==> src/rtl/axi_mem_slave.sv <==
// AXI4 slave bridging one AXI port to a single-port synchronous SRAM/ROM with 1-cycle read latency.
// Define AXI_MEM_RO_EN for read-only mode (writes accepted but discarded, bresp = SLVERR).
module axi_mem_slave #(
    parameter int ADDR_W = 14,
    parameter int DATA_W = 32,
    parameter int ID_W   = 8,
    parameter int LEN_W  = 4,
    parameter int OFF_W  = $clog2(DATA_W / 8),
    parameter int MA_W   = ADDR_W - OFF_W
) (
    input  logic                clk,
    input  logic                rst,
    input  logic [ID_W-1:0]     arid,
    input  logic [31:0]         araddr,
    input  logic [LEN_W-1:0]    arlen,
    input  logic [2:0]          arsize,
    input  logic [1:0]          arburst,
    input  logic                arvalid,
    output logic                arready,
    output logic [ID_W-1:0]     rid,
    output logic [DATA_W-1:0]   rdata,
    output logic [1:0]          rresp,
    output logic                rlast,
    output logic                rvalid,
    input  logic                rready,
    input  logic [ID_W-1:0]     awid,
    input  logic [31:0]         awaddr,
    input  logic [LEN_W-1:0]    awlen,
    input  logic [2:0]          awsize,
    input  logic [1:0]          awburst,
    input  logic                awvalid,
    output logic                awready,
    input  logic [DATA_W-1:0]   wdata,
    input  logic [DATA_W/8-1:0] wstrb,
    input  logic                wlast,
    input  logic                wvalid,
    output logic                wready,
    output logic [ID_W-1:0]     bid,
    output logic [1:0]          bresp,
    output logic                bvalid,
    input  logic                bready,
    output logic                mem_cs,
    output logic [DATA_W/8-1:0] mem_we,
    output logic [MA_W-1:0]     mem_addr,
    output logic [DATA_W-1:0]   mem_wdata,
    input  logic [DATA_W-1:0]   mem_rdata,
    output logic [1:0]          dbg_state_o
);

    localparam logic [1:0] RESP_OKAY   = 2'b00;
    localparam logic [1:0] RESP_SLVERR = 2'b10;

    typedef enum logic [1:0] {IDLE = 2'd0, R_CH = 2'd1, W_CH = 2'd2, B_CH = 2'd3} state_e;

    state_e            state_q, state_d;
    logic              rd_prio_q, rd_prio_d;
    logic [ID_W-1:0]   id_q, id_d;
    logic [LEN_W-1:0]  len_q, len_d;
    logic [1:0]        burst_q, burst_d;
    logic [MA_W-1:0]   cur_addr_q, cur_addr_d;
    logic [LEN_W-1:0]  beat_cnt_q, beat_cnt_d;
    logic              err_q, err_d;

    logic [MA_W-1:0]   next_addr;
    logic [MA_W-1:0]   len_mask;
    logic              wrap_ok;
    logic              is_last;
    logic              ar_hs, aw_hs;
    logic              unused_bits;

    // Handshakes: a transfer happens on a rising clk edge where valid and ready are both high;
    // valid never depends on ready, and ready here depends only on state and the competing valid.
    assign arready = (state_q == IDLE) & ~(awvalid & ~rd_prio_q);
    assign awready = (state_q == IDLE) & ~(arvalid & rd_prio_q);
    assign ar_hs   = arvalid & arready;
    assign aw_hs   = awvalid & awready;

    assign is_last     = (beat_cnt_q == len_q);
    assign len_mask    = MA_W'(len_q);
    assign wrap_ok     = (len_q == LEN_W'(1)) || (len_q == LEN_W'(3)) ||
                         (len_q == LEN_W'(7)) || (len_q == LEN_W'(15));
    assign dbg_state_o = state_q;

`ifdef AXI_MEM_RO_EN
    assign unused_bits = ^{arsize, awsize, araddr[31:ADDR_W], araddr[OFF_W-1:0],
                           awaddr[31:ADDR_W], awaddr[OFF_W-1:0], wstrb};
`else
    assign unused_bits = ^{arsize, awsize, araddr[31:ADDR_W], araddr[OFF_W-1:0],
                           awaddr[31:ADDR_W], awaddr[OFF_W-1:0]};
`endif

    // INCR wraps naturally at the memory size because the address is exactly MA_W bits wide.
    always_comb begin
        next_addr = cur_addr_q + MA_W'(1);
        case (burst_q)
            2'b00:   next_addr = cur_addr_q;
            2'b10:   if (wrap_ok) next_addr = (cur_addr_q & ~len_mask) |
                                              ((cur_addr_q + MA_W'(1)) & len_mask);
            default: next_addr = cur_addr_q + MA_W'(1);
        endcase
    end

    always_comb begin
        state_d    = state_q;
        rd_prio_d  = rd_prio_q;
        id_d       = id_q;
        len_d      = len_q;
        burst_d    = burst_q;
        cur_addr_d = cur_addr_q;
        beat_cnt_d = beat_cnt_q;
        err_d      = err_q;
        rvalid     = 1'b0;
        rid        = id_q;
        rdata      = mem_rdata;
        rresp      = RESP_OKAY;
        rlast      = 1'b0;
        wready     = 1'b0;
        bvalid     = 1'b0;
        bid        = id_q;
        bresp      = RESP_OKAY;
        mem_cs     = 1'b0;
        mem_we     = '0;
        mem_addr   = cur_addr_q;
        mem_wdata  = wdata;

        case (state_q)
            IDLE: begin
                if (ar_hs) begin
                    // Launch the first read now so data is ready on the first R_CH cycle.
                    state_d    = R_CH;
                    id_d       = arid;
                    len_d      = arlen;
                    burst_d    = arburst;
                    cur_addr_d = araddr[ADDR_W-1:OFF_W];
                    beat_cnt_d = '0;
                    rd_prio_d  = 1'b0;
                    mem_cs     = 1'b1;
                    mem_addr   = araddr[ADDR_W-1:OFF_W];
                end else if (aw_hs) begin
                    state_d    = W_CH;
                    id_d       = awid;
                    len_d      = awlen;
                    burst_d    = awburst;
                    cur_addr_d = awaddr[ADDR_W-1:OFF_W];
                    beat_cnt_d = '0;
                    rd_prio_d  = 1'b1;
                end
            end
            R_CH: begin
                rvalid = 1'b1;
                rlast  = is_last;
                mem_cs = 1'b1;
                if (rready) begin
                    mem_addr   = next_addr;
                    cur_addr_d = next_addr;
                    beat_cnt_d = beat_cnt_q + LEN_W'(1);
                    if (is_last) begin
                        beat_cnt_d = '0;
                        state_d    = IDLE;
                    end
                end
            end
            W_CH: begin
                wready = 1'b1;
                if (wvalid) begin
`ifdef AXI_MEM_RO_EN
                    mem_cs = 1'b0;
                    mem_we = '0;
`else
                    mem_cs = 1'b1;
                    mem_we = wstrb;
`endif
                    cur_addr_d = next_addr;
                    beat_cnt_d = beat_cnt_q + LEN_W'(1);
                    if (wlast != is_last) err_d = 1'b1;
                    if (is_last) begin
                        beat_cnt_d = '0;
                        state_d    = B_CH;
                    end
                end
            end
            B_CH: begin
                bvalid = 1'b1;
`ifdef AXI_MEM_RO_EN
                bresp = RESP_SLVERR;
`else
                bresp = err_q ? RESP_SLVERR : RESP_OKAY;
`endif
                if (bready) begin
                    err_d   = 1'b0;
                    state_d = IDLE;
                end
            end
            default: state_d = IDLE;
        endcase
    end

    always_ff @(posedge clk or negedge rst) begin
        if (!rst) begin
            state_q    <= IDLE;
            rd_prio_q  <= 1'b1;
            id_q       <= '0;
            len_q      <= '0;
            burst_q    <= '0;
            cur_addr_q <= '0;
            beat_cnt_q <= '0;
            err_q      <= 1'b0;
        end else begin
            state_q    <= state_d;
            rd_prio_q  <= rd_prio_d;
            id_q       <= id_d;
            len_q      <= len_d;
            burst_q    <= burst_d;
            cur_addr_q <= cur_addr_d;
            beat_cnt_q <= beat_cnt_d;
            err_q      <= err_d;
        end
    end

endmodule

==> config.mk <==
export PLATFORM = sky130hd
export DESIGN_NAME = axi_mem_slave
export DESIGN_NICKNAME = d
export VERILOG_FILES = /design/src/rtl/axi_mem_slave.sv
export SDC_FILE = /design/constraint.sdc
export NUM_CORES = 1
export LEC_CHECK = 0
export BUFFER_PORTS_ARGS = -buffer_cell sky130_fd_sc_hd__buf_4
export CAP_MARGIN = 20
export CORE_ASPECT_RATIO = 0.9
export CORE_MARGIN = 5
export CORE_UTILIZATION = 37
export DETAILED_ROUTE_END_ITERATION = 10
export PLACE_DENSITY_LB_ADDON = 0.08
export SYNTH_ARGS = -nofsm -noshare
export SYNTH_HDL_FRONTEND = slang
export SYNTH_SLANG_ARGS = --single-unit
==> constraint.sdc <==
create_clock -name clk -period 1.9 [get_ports clk]
set_input_delay 0.19 -clock clk [delete_from_list [all_inputs] [get_ports clk]]
set_output_delay 0.19 -clock clk [all_outputs]
set_load 0.01 [all_outputs]
Word-level counts from Yosys, hierarchy flattened
Cells that the tools add are included.

operators by class
  add/subtract/negate cells = 2
  multipliers = 0
  divide/modulo/power cells = 0
  order comparisons = 0
  equality and inequality tests = 17
  shifts and indexed selects = 0
  muxes and demuxes = 46
  bitwise operators = 13
  reduce and logical (&&, ||, !) cells = 13

operator list
  kind                   count
  $mux 12                6
  $pmux 12 s2            2
  $mux 4                 9
  $pmux 12 s3            1
  $mux 2                 11
  $mux 8                 2
  $add 12x1->12 const B  1
  $and 12x12->12         1
  $and 12x4->12          1
  $ne 2x2->1 const B     6
  $not 4->12             1
  $or 12x12->12          1
  $pmux 4 s3             1
  $mux 1                 11
  $pmux 2 s4             1
  $reduce_and 4->1       2
  $and 1x1->1            6
  $eq 2x2->1 const B     3
  $reduce_and 6->1       1
  $add 4x1->4 const B    1
  $eq 4x1->1 const B     1
  $eq 4x2->1 const B     1
  $eq 4x3->1 const B     1
  $eq 4x4->1             1
  other kinds (13)       19

storage, ports and cells
  bits in registers = 34
  latch bits = 0
  memory bits (writable) = 0
  bits in read-only memories = 0
  logic and storage cells = 99
  memories kept = 0

Depth between registers and ports, before layout
  depth in word-level cells = 8
  depth in mapped cells = 9
  gate-level depth less buffers = 7

Least setup slack after synthesis
No wires, ideal clock.

  path kind = reg-to-reg
  from = reg state_q[0], in the netlist dbg_state_o[0]
  to = reg cur_addr_q[3]
  data arrival time = 1.951 ns
  data required time = 1.774 ns
  path slack = -0.177 ns
  cell stages (with the launch flop) = 8
  buffers on the path = 2
  cells stage by stage = dfrtp_1 > inv_1 > ha_1 > nor2b_1 > or3_1 > buf_2 > buf_4 > a221o_1

on the way
  longest elaborated chain between the ends = 5
  elaborated cells on any way between the ends = 13
  classes of those cells = eq/ne (4); mux (2); bitwise (4); reduce/logical (3)

RTL lines
  item                                                              line         RTL
  start: declaration                                                55           state_e state_q, state_d;
  start signal: assignment                                          209          state_q <= state_d;
  $logic_not 2->1                                                   73, 74, 126
  $and 1x1->1, on equally long branches                             73, 74
  $and 1x1->1, on equally long branches                             75, 76
  $ne 3x3->1 (no line) / $mux 12 (equally long branches)            --
  $reduce_and 3->1 (no line) / $pmux 12 s3 (equally long branches)  --
  end signal: assignment                                            214          cur_addr_q <= cur_addr_d;
  end: declaration                                                  60           logic [MA_W-1:0] cur_addr_q, cur_addr_d;

Several ways; a longest one is shown, not always the timed one.
A chain may end at the register's enable or synchronous reset.

Worst setup path after layout
  from = reg cur_addr_q[0]
  to = out mem_addr[10]

on the way
  longest elaborated chain between the ends = 7

RTL lines
  item              line        RTL
  $add 12x1->12 *   94, 98, 99
  $and 12x4->12     98          ((cur_addr_q + MA_W'(1)) & len_mask);
  $or 12x12->12     97          2'b10: if (wrap_ok) next_addr = (cur_addr_q & ~len_mask) |
  $mux 12           97
  $pmux 12 s2 *     95          case (burst_q)
  $mux 12 *         --
  $pmux 12 s2 *     126         case (state_q)
  end: declaration  44          output logic [MA_W-1:0] mem_addr,

Mark *: on every way between the ends. The rest lies on a longest branch, timed or not.

==> results by stage <==
STA:
- The number of pins exceeding their max-slew limit in the final report is 0.
- The final setup skew is approximately 0.01 ns.
- The sum of negative setup slack is -5.64 ns.
- The worst pin sits at a relative slew slack of roughly 29%.
- The smallest clock period supported by the final layout is computed as around 2.3 ns.
- The highest clock frequency the design can meet is 440 MHz.
- Setup repair after global routing could not meet its margin everywhere.
- In the finished design, the share of the clock period the worst path needs comes to 120%.
- The count of endpoints failing hold in the final timing report is 0.
- Setup violations remaining at the end of the flow were counted as 37.
- Hold is met by ~0.16 ns.
- For the pin with the worst max-slew slack, the measured transition is roughly 1.1 ns.
- The smallest setup slack after layout is -0.373 ns.

GRT:
- The remaining global-route overflow is 0.
- The wire length of the first global-routing pass is about 20,000 um.
- The via count of the first global-routing pass is 3,780.
- Global routing consumed, over all layers together, 20.1% of the routing resources.
- Entering global routing, the biggest net connects 35 pins.
- The number of antenna violations at the first check in global routing came to 0.

Detailed routing:
- In the routed design, unresolved DRC markers number 0.
- The detail route stage leaves a number of antenna-violating nets equal to 0.
- The detailed router put a total of approximately 5600 um of wire on met1.
- The count of vias placed by the detailed router is about 3,700.
- The count of routing violations after the opening detailed-route iteration is between 150 and 200.
- The detailed router used layers up to and including met4.
- The number of search-and-repair iterations in the first detailed-routing pass is 4.
- Wire segments on met3 add up to between 900 and 1000 um in the final route.
- The detailed-route vias per instance is 5.30.
- Wire segments on met2 add up to between 5000 and 6000 um in the final route.
- After detailed routing, the total wire length is 12,700 um.
- After detailed routing, the average wire length per cell comes to approximately 18 um.

Logic synthesis:
- Among all flip-flop cells after synthesis, the most frequent one is sky130_fd_sc_hd__dfrtp_1.
- The async set-reset flop share out of synthesis is 100%.
- sky130_fd_sc_hd__dfrtp_1 takes more of the synthesized area than any other cell.
- In this run the cell area of the synthesized design comes to approximately 0.0036 sq mm.
- Yosys printed 0 warnings.
- The area share of the leading cell type in the synthesized netlist is between 20% and 30%.
- By area the synthesized netlist is led by sky130_fd_sc_hd__dfrtp_1 23%, sky130_fd_sc_hd__buf_4 16%, sky130_fd_sc_hd__mux2i_1 6.1%, sky130_fd_sc_hd__o21ai_0 4.8%, sky130_fd_sc_hd__nand2_1 4.4%.
- The number of distinct library cell variants in the gate-level netlist after synthesis is 65.
- The synthesized netlist cell count is about 440.
- Counting flops with a built-in enable in the synthesized netlist gives 0.
- After synthesis, the mean cell area works out to just over 8 sq um.
- Counting flops and latches in the post-synthesis netlist gives 34.
- The sequential share of the synthesized area is about a quarter.

Clocking:
- At the later pin of the worst-skew pair, clock insertion delay measures 0.30 ns.
- The clock tree root driver cell is sky130_fd_sc_hd__clkbuf_8.
- The H-tree depth is 2.
- The CTS buffer count is 5.
- The number of sinks on the clock net is 34.
- The clock-pin transition on the worst setup and hold timing paths is approximately 0.09 ns.
- The clock passes through at most 2 buffers.
- The TritonCTS clock tree is yes.

Worst setup path:
- The most critical setup path has its startpoint at cur_addr_q[0].
- The critical path crosses 7 cells after its start point.
- For this run, the slowest stage of the critical path takes around 0.4 ns.
- Walking the worst path, the cells encountered are ha_2, o2111ai_2, a41o_1, nor4_2, xor2_1, a221o_1, buf_6.
- The family with the most delay on the worst path is compound AO/OA/AOI/OAI gates.
- The launch instance of the worst register-to-register path is dbg_state_o[0].
- The worst setup path is launched from a flop.
- The worst setup slack for register-to-register paths is -0.24 ns.
- The worst setup path is captured at an output pin.
- Measured in cells, the most critical reg-to-reg path has a length of 10.
- The count of buffering cells on the critical path with inverters included is 1.
- For the worst setup path, the data arrival time is 2.08 ns.
- Of all nets on the critical path, the largest fanout is 3.
- The path type of the worst setup path is reg -> out.
- The library cell contributing the largest single delay on the critical path is sky130_fd_sc_hd__dfrtp_1.
- STA puts the critical path data required time at roughly 1.7 ns.
- The endpoint of the worst register-to-register path is cur_addr_q[6].

Layout:
- The net count reported at finish is 760.
- The fraction of final layout cells with drive strength greater than 1 is roughly three fifths.
- In the final layout, flip-flops and latches occupy 856 sq um.
- The finished cells cover 0.00588 sq mm.
- The area occupied by multi-input gates is 0.00264 sq mm.
- The count of inserted antenna diode cells is 0.
- The number of fillers in the final layout is roughly 810.
- Relative to the synthesized area, the layout overhead comes to 61.9%.

Die:
- The area of the die is between 0.01 and 0.015 sq mm.
- Once the floorplan was initialized, standard cells occupied roughly 38% of the core.
- The core region area is 0.00961 sq mm.
- Measured along the x axis, the die boundary spans 114 um.
- The die is roughly 100 um tall.
- In this run the count of I/O pins placed on the die edge is about 280.
- The floorplan has 34 rows.

Power and ir drop:
- VDD sags by at most 1.01 mV.
- Combinational cells account for approximately four fifths of the total power.
- Summed over all cells, the static leakage comes to approximately 2.6 nW.
- In this run, flip-flops and latches consume about 14% of the power.
- The analysis attributes to net switching a power of 0.00465 W.
- Dividing total power by cell area gives a power density of ~1800 mW/mm^2.
- The internal portion of the total power is 0.00605 W.
- The fraction of power spent switching nets is a little over two fifths.
- The clock share of power is approximately 6.6%.

Status:
- The checks that failed: negative setup slack.
- The flow ran to the end, but the final reports show violations.

Placement:
- The pre-CTS setup slack is -0.130 ns.
- The final weighted congestion in routability-driven placement is 0.879.
- After legalization and detailed placement, the total HPWL measured 9050 um.
- The count of port buffers added during placement is around 110.
- The cell area after placement is around 0.0046 sq mm.

Worst hold path:
- The cell count of the worst hold path is 3.
- The start point of the worst hold path is awid[1].
- The worst hold path terminates at bid[1].
- The worst hold path belongs to the class in -> reg.

Run:
- Across the run, the number of max-cap violations was 0.
worst min-delay path, delay by kind of cell:
kind / cells / cell delay, ns
compound gates: 1 / 0.10
buf+inv: 1 / 0.07
mux: 1 / 0.05
flip-flops by register name (all words and copies together), names as in the netlist:
register and flops:
err_q 1, beat_cnt_q 4, cur_addr_q 12, dbg_state_o 2, burst_q 2, bid 8, len_q 4, rd_prio_q 1
cell usage after synthesis, types with 2 or more instances:
| library cell | instances |
|---|---|
| sky130_fd_sc_hd__a211o_1 | 2 |
| sky130_fd_sc_hd__a211oi_1 | 3 |
| sky130_fd_sc_hd__a21boi_0 | 6 |
| sky130_fd_sc_hd__a21o_1 | 3 |
| sky130_fd_sc_hd__a21oi_1 | 11 |
| sky130_fd_sc_hd__a221o_1 | 6 |
| sky130_fd_sc_hd__a22o_1 | 3 |
| sky130_fd_sc_hd__a22oi_1 | 9 |
| sky130_fd_sc_hd__a2bb2oi_1 | 2 |
| sky130_fd_sc_hd__a31o_2 | 2 |
| sky130_fd_sc_hd__a31oi_1 | 3 |
| sky130_fd_sc_hd__and2_1 | 2 |
| sky130_fd_sc_hd__and3_1 | 6 |
| sky130_fd_sc_hd__and4_1 | 2 |
| sky130_fd_sc_hd__buf_2 | 10 |
| sky130_fd_sc_hd__buf_4 | 78 |
| sky130_fd_sc_hd__clkbuf_1 | 13 |
| sky130_fd_sc_hd__dfrtp_1 | 33 |
| sky130_fd_sc_hd__ha_1 | 7 |
| sky130_fd_sc_hd__inv_1 | 14 |
| sky130_fd_sc_hd__mux2_2 | 9 |
| sky130_fd_sc_hd__mux2i_1 | 22 |
| sky130_fd_sc_hd__nand2_1 | 43 |
| sky130_fd_sc_hd__nand2b_1 | 6 |
| sky130_fd_sc_hd__nand3_1 | 7 |
| sky130_fd_sc_hd__nand4_1 | 3 |
| sky130_fd_sc_hd__nor2_1 | 23 |
| sky130_fd_sc_hd__nor2b_1 | 4 |
| sky130_fd_sc_hd__nor3_1 | 2 |
| sky130_fd_sc_hd__nor3_2 | 2 |
| sky130_fd_sc_hd__nor3b_1 | 3 |
| sky130_fd_sc_hd__nor4_2 | 2 |
| sky130_fd_sc_hd__o2111ai_1 | 5 |
| sky130_fd_sc_hd__o211ai_1 | 9 |
| sky130_fd_sc_hd__o21a_1 | 3 |
| sky130_fd_sc_hd__o21ai_0 | 35 |
| sky130_fd_sc_hd__o21ai_1 | 3 |
| sky130_fd_sc_hd__o221ai_1 | 2 |
| sky130_fd_sc_hd__o31ai_1 | 2 |
| sky130_fd_sc_hd__or3_1 | 3 |
| sky130_fd_sc_hd__xnor2_1 | 10 |
| sky130_fd_sc_hd__xor2_1 | 6 |
timing repair:
action                     CTS  global route
hold endpoints to repair    33             0
buffers inserted            26            23
hold buffers                 1             0
gates resized for setup    107           113
pin swaps                   31            39
setup endpoints to repair   24            46
gates cloned                 0             1
cell families (layout without fill, tap and decap cells):
logic type,count (synthesis),count (layout),share of synthesized area [%]
xor gates and xnor gates,16,16,3.86
and+or+nand+nor,113,113,15.9
AOI/OAI and AO/OA,122,122,24.2
buffers and inverters,117,253,20.8
DFF,34,34,23.5
muxes,32,32,9.27
adders and majority gates,7,7,2.41
other,1,3,0.103
stage by stage:
step	instances	util [%]	total power (W)
after global placement	653	47.4	0.00739
after detailed placement	653	47.4	0.00746
after global routing	706	61.1	0.0114
after floorplan	444	-	0.00493
after CTS	687	55.1	0.00937
final	706	61.1	0.0107
per-layer routing:
metal	up-vias	track usage, %
met5	-	0
met1	1807	27.5
li1	1785	-
met4	0	4.41
met2	122	32.8
met3	25	3.78
power by group through the flow:
stage / sequential, W / clock, W / combinational, W
floorplan: 0.00141 / 0 / 0.00352
CTS: 0.00146 / 0.000724 / 0.00718
global route: 0.00154 / 0.000744 / 0.00911
finish: 0.00148 / 0.000710 / 0.00851
detailed placement: 0.00143 / 0 / 0.00603
global placement: 0.00142 / 0 / 0.00597
layout make-up:
class,instances,share of cell area [%]
clock buffers,5,1.17
clock inverters,3,0.766
inverters,14,0.979
multi-input cells,293,44.9
flip-flops and latches,34,14.6
well taps,126,2.68
repair buffers,231,35.0
worst max path at each step:
stage / end / slack, ns
after floorplan: cur_addr_q[3] / -0.02
after global placement: mem_addr[10] / -0.08
after detailed placement: cur_addr_q[11] / -0.13
after global routing: mem_addr[10] / -0.49
after CTS: mem_addr[10] / -0.37
final: mem_addr[10] / -0.37
cell usage in the layout (no fill, tap or decap), drive strengths merged, types with 7 or more instances in the layout:
| cell | synthesis | final |
|---|---|---|
| buf | 89 | 229 |
| nand2 | 43 | 43 |
| o21ai | 38 | 38 |
| dfrtp | 33 | 33 |
| nor2 | 24 | 24 |
| mux2i | 22 | 22 |
| inv | 14 | 14 |
| a21oi | 11 | 11 |
| o211ai | 10 | 10 |
| xnor2 | 10 | 10 |
| mux2 | 10 | 10 |
| a22oi | 9 | 9 |
| nand3 | 7 | 7 |
| and3 | 7 | 7 |
| ha | 7 | 7 |
Note: power is estimated with default switching activity, not from simulation.
